## src/rtl/l0id_tmr_counter.sv

```systemverilog
// Triple-redundant L0ID hold/increment register with bitwise majority vote,
// optional scrubbing and SEU detect/count monitoring.
module l0id_tmr_counter #(
   parameter int unsigned              L0ID_WIDTH   = 8,
   parameter logic [L0ID_WIDTH-1:0]    RESET_VAL    = '1,
   parameter int unsigned              ERRCNT_WIDTH = 4
) (
   input  logic                    CLK,
   input  logic                    HardResetB,
   input  logic                    L0IDReset,
   input  logic                    L0IDPreset,
   input  logic [L0ID_WIDTH-1:0]   PreL0ID,
   input  logic                    ROReadStrob,
   input  logic                    ScrubEn,
   input  logic                    ErrCntClear,
   output logic [L0ID_WIDTH-1:0]   L0ID_Local,
   output logic                    SEUDetect,
   output logic [2:0]              SEUCopyMask,
   output logic [ERRCNT_WIDTH-1:0] SEUCount,
   output logic                    SEUCountSat
);

   logic [L0ID_WIDTH-1:0]   L0IDCopy0, L0IDCopy1, L0IDCopy2;
   logic [L0ID_WIDTH-1:0]   copy_d;
   logic [L0ID_WIDTH-1:0]   vote;
   logic [2:0]              mism;
   logic                    new_evt;

   logic [2:0]              prev_mask_q, prev_mask_d;
   logic                    seu_detect_q, seu_detect_d;
   logic [2:0]              seu_mask_q, seu_mask_d;
   logic [ERRCNT_WIDTH-1:0] seu_count_q, seu_count_d;

   always_comb begin
      vote    = (L0IDCopy0 & L0IDCopy1) | (L0IDCopy0 & L0IDCopy2) | (L0IDCopy1 & L0IDCopy2);
      mism    = {(L0IDCopy2 != vote), (L0IDCopy1 != vote), (L0IDCopy0 != vote)};
      // A persistent, unchanged disagreement pattern is reported only once.
      new_evt = (|mism) && (mism != prev_mask_q);
   end

   always_comb begin
      copy_d = L0IDCopy0;
      if (L0IDReset)
         copy_d = L0IDPreset ? PreL0ID : RESET_VAL;
      else if (ROReadStrob)
         copy_d = vote + 1'b1;
      else if (ScrubEn && (|mism))
         copy_d = vote;
      else
         copy_d = vote;
   end

   always_comb begin
      prev_mask_d  = mism;
      seu_detect_d = new_evt;
      seu_mask_d   = new_evt ? mism : seu_mask_q;
      seu_count_d  = seu_count_q;
      if (ErrCntClear)
         seu_count_d = '0;
      else if (new_evt && !(&seu_count_q))
         seu_count_d = seu_count_q + 1'b1;
   end

   // Hold path rewrites each copy with itself so an unscrubbed upset persists.
   always_ff @(posedge CLK or negedge HardResetB) begin
      if (!HardResetB) begin
         L0IDCopy0 <= RESET_VAL;
         L0IDCopy1 <= RESET_VAL;
         L0IDCopy2 <= RESET_VAL;
      end else if (L0IDReset || ROReadStrob || (ScrubEn && (|mism))) begin
         L0IDCopy0 <= copy_d;
         L0IDCopy1 <= copy_d;
         L0IDCopy2 <= copy_d;
      end
   end

   always_ff @(posedge CLK or negedge HardResetB) begin
      if (!HardResetB) begin
         prev_mask_q  <= '0;
         seu_detect_q <= 1'b0;
         seu_mask_q   <= '0;
         seu_count_q  <= '0;
      end else begin
         prev_mask_q  <= prev_mask_d;
         seu_detect_q <= seu_detect_d;
         seu_mask_q   <= seu_mask_d;
         seu_count_q  <= seu_count_d;
      end
   end

   assign L0ID_Local  = vote;
   assign SEUDetect   = seu_detect_q;
   assign SEUCopyMask = seu_mask_q;
   assign SEUCount    = seu_count_q;
   assign SEUCountSat = &seu_count_q;

endmodule

```

## config.mk

```make
export PLATFORM = sky130hd
export DESIGN_NAME = l0id_tmr_counter
export DESIGN_NICKNAME = d
export VERILOG_FILES = /design/src/rtl/l0id_tmr_counter.sv
export SDC_FILE = /design/constraint.sdc
export NUM_CORES = 1
export LEC_CHECK = 0
export ABC_CLOCK_PERIOD_IN_PS = 1600
export CELL_PAD_IN_SITES_DETAIL_PLACEMENT = 1
export CELL_PAD_IN_SITES_GLOBAL_PLACEMENT = 1
export CORE_ASPECT_RATIO = 1.25
export CORE_UTILIZATION = 28
export CTS_CLUSTER_SIZE = 25
export DETAILED_ROUTE_END_ITERATION = 10
export PLACE_DENSITY_LB_ADDON = 0.1
export SLEW_MARGIN = 20
export SYNTH_ARGS = -nofsm -noshare
export SYNTH_HDL_FRONTEND = slang
export SYNTH_SLANG_ARGS = --single-unit
```

## constraint.sdc

```tcl
create_clock -name CLK -period 1.6 [get_ports CLK]
set_input_delay 0.4 -clock CLK [delete_from_list [all_inputs] [get_ports CLK]]
set_output_delay 0.4 -clock CLK [all_outputs]
set_load 0.01 [all_outputs]
```

==> reports/qor.yml <==
run_status: "finished with violations"
violations: "design-rule violations"
top_layer: "met4"
place_congestion: 0.706
fp.dieArea_sq_mm: 0.00238
grt_pass1_vias: 550
post_cts_buffers: 0
p_sw_w: 0.000245
min_path_type: "input port to asynchronous set/reset pin"
gr-total-overflow: 0
fmax_ghz: 0.655
clk_latency_ns: 0.28
r2r_start: "L0IDCopy2[1]"
vias_per_cell: 4.87
netlist_area_sq_um: 612
cp-startpoint: "SEUCount[0]"
max-vdd-ir-drop_mv: 0.574
clockRootBuffer: "clkbuf_4"
ys_seq_elements: 12
drive_gt1_frac: 0.270
dp_hpwl_mm: 1.14
netlist.area_leader.share: 0.344
io_pins: 32
cellPowerDensity_mw_per_mm2: 928
min_period_ns: 1.53
routed_wl_mm: 1.44
cp.required_ns: 1.20
cts_resized: 16
cts.path.max_buffers: 2
fin_nets: 107
p_sw_frac: 0.276
hold_slack_ns: 0.421
yosys-top-cells-area: "dfstp_2 (34%), dfrtp_1 (16%), o22a_1 (7.2%)"
synth_largest_area_cell: "dfstp_2"
dr_wl_met2_microns: 735
port_buffers: 26
cp_slowest_stage_delay_ns: 0.39
drtIter0Drc: 7
arrival_ns: 1.13
syn_inst: 52
wl_per_cell_microns: 13.2
pwr-share-comb: 0.295
final_antenna_net_count: 0
utilization: 0.472
antenna_found_initial: 0
startpoint_type: "flip-flop"
grt_pass1_wl_mm: 2.47
diodes: 0
holdBufCountCts: 0
multi_input_comb_area_sq_um: 278
path_clk_slew_ns: 0.08
worst_path_max_delay_cell: "dfrtp_1"
cts_buffers: 3
internal_power_w: 0.000643
fin_skew_ns: 0.00406
end_kind: "output port"
pwr-share-seq: 0.431
dpl_cell_area_sq_um: 941
leakagePower_nw: 0.427
first_pass_iters: 6
seq_area_frac_synth: 0.507
ys.flop_type: "dfstp_2"
numClockSinks: 12
synth.distinct_cells: 20
dr_wl_met3_microns: 78
drc: 1
fp.dieH_microns: 54.3
synth_area_per_cell_sq_um: 11.8
cts_tree: "yes"
grt_util_all_layers: 0.150
path_max_fanout: 2
fillers: 243
grt_start_max_net_pins: 13
final_area_sq_um: 957
synthTopCellsByCount: "dfstp_2 (8), o22a_1 (5), buf_4 (4), dfrtp_1 (4), nor2b_1 (4)"
maxCapViolations: 0
yosysMostFrequentCell: "dfstp_2"
area_growth_pct: 56.4
critical_path_class: "flip-flop to output port"
synth-async-reset-ratio: 1.00
regArea_sq_um: 310
post-route-period-util: 0.954
via_count: 531
grt_setup_unrepaired: "false"
hold_viol_final: 0
drv_slew: 0
clkPwrFrac: 0.274
htree_levels: 1
rows: 18
finalSetupViolCount: 0
synth_edf_count: 0
crit_path_cell_trace: "ha_1 -> and3_1 -> buf_2"
yosys_warnings: 0
die_w_microns: 43.8
core_sq_mm: 0.00203
start_util: 0.302
wl_met1_microns: 606
## per-layer routing
| layer | up-vias | track usage |
|---|---|---|
| met1 | 252 | 0.163 |
| met4 | 0 | 0.0938 |
| met5 | - | 0 |
| li1 | 257 | - |
| met3 | 4 | 0.0495 |
| met2 | 18 | 0.251 |
## cell usage in the layout (no fill, tap or decap)
| cell | instances |
|---|---|
| clkdlybuf4s50_1 | 13 |
| dlygate4sd2_1 | 12 |
| buf_4 | 9 |
| dfstp_2 | 8 |
| o22a_1 | 5 |
| dfrtp_1 | 4 |
| nor2b_1 | 4 |
| conb_1 | 4 |
| nand2_1 | 3 |
| xnor2_1 | 3 |
| nand4_1 | 3 |
| o21a_1 | 3 |
| nor3_1 | 3 |
| clkbuf_4 | 3 |
| o32a_1 | 2 |
| ha_1 | 2 |
| and3_1 | 1 |
| mux2_2 | 1 |
| xor2_1 | 1 |
| nand4_2 | 1 |
| nand3b_1 | 1 |
| o31a_1 | 1 |
| clkbuf_8 | 1 |
| buf_2 | 1 |
## sequential cells by signal (all words and copies together), names as in the netlist
signal,flops
L0IDCopy2,8
SEUCount,4
## stage by stage
step                setup WS (ns)  std cells  total power, W  setup TNS [ns]
floorplan                   0.241         55        0.000528               0
global placement           -0.118        105        0.000672          -0.276
detailed placement         -0.145        105        0.000676          -0.382
CTS                        0.0507        109        0.000902               0
global route               0.0139        109        0.000945               0
finish                     0.0734        109        0.000888               0
## critical path: cells and delay by family (launching register included)
kind                       cells  cell delay (ns)
and+or+nand+nor                1             0.14
DFF                            1             0.39
adders and majority gates      1             0.19
buffers and inverters          1             0.13
## cell families after synthesis
| kind of cell | Yosys count | share of synthesized area |
|---|---|---|
| muxes | 1 | 0.0184 |
| DFF | 12 | 0.507 |
| other | 1 | 0.00613 |
| adders and majority gates | 2 | 0.0409 |
| and+or+nand+nor | 16 | 0.157 |
| xor gates and xnor gates | 4 | 0.0573 |
| AOI/OAI and AO/OA | 11 | 0.155 |
| buffers and inverters | 5 | 0.0573 |
## final timing paths
| kind | end | slack [ns] | cells after the start |
|---|---|---|---|
| max | SEUCountSat | 0.07 | 3 |
| min in group CLK | SEUCount[2] | 0.53 | 1 |
| min | SEUCount[1] | 0.42 | 2 |
| max in group asynchronous | L0IDCopy2[0] | 0.95 | 2 |
| min reg2reg | SEUCount[2] | 0.53 | 1 |
| max reg2reg | L0IDCopy2[6] | 0.16 | 6 |
## final cells by class
cell class | count | area share
clock buffer | 4 | 0.0379
sequential | 12 | 0.324
timing repair buffer | 35 | 0.322
tap | 20 | 0.0261
multi-input combinational | 38 | 0.290
## power by group through the flow
stage,logic [W],registers (W),clock network [W]
finish,0.000262,0.000383,0.000243
global route,0.000290,0.000389,0.000265
CTS,0.000265,0.000384,0.000253
detailed placement,0.000285,0.000391,0
global placement,0.000283,0.000389,0
floorplan,0.000115,0.000413,0
Note: power is estimated with default switching activity, not from simulation.
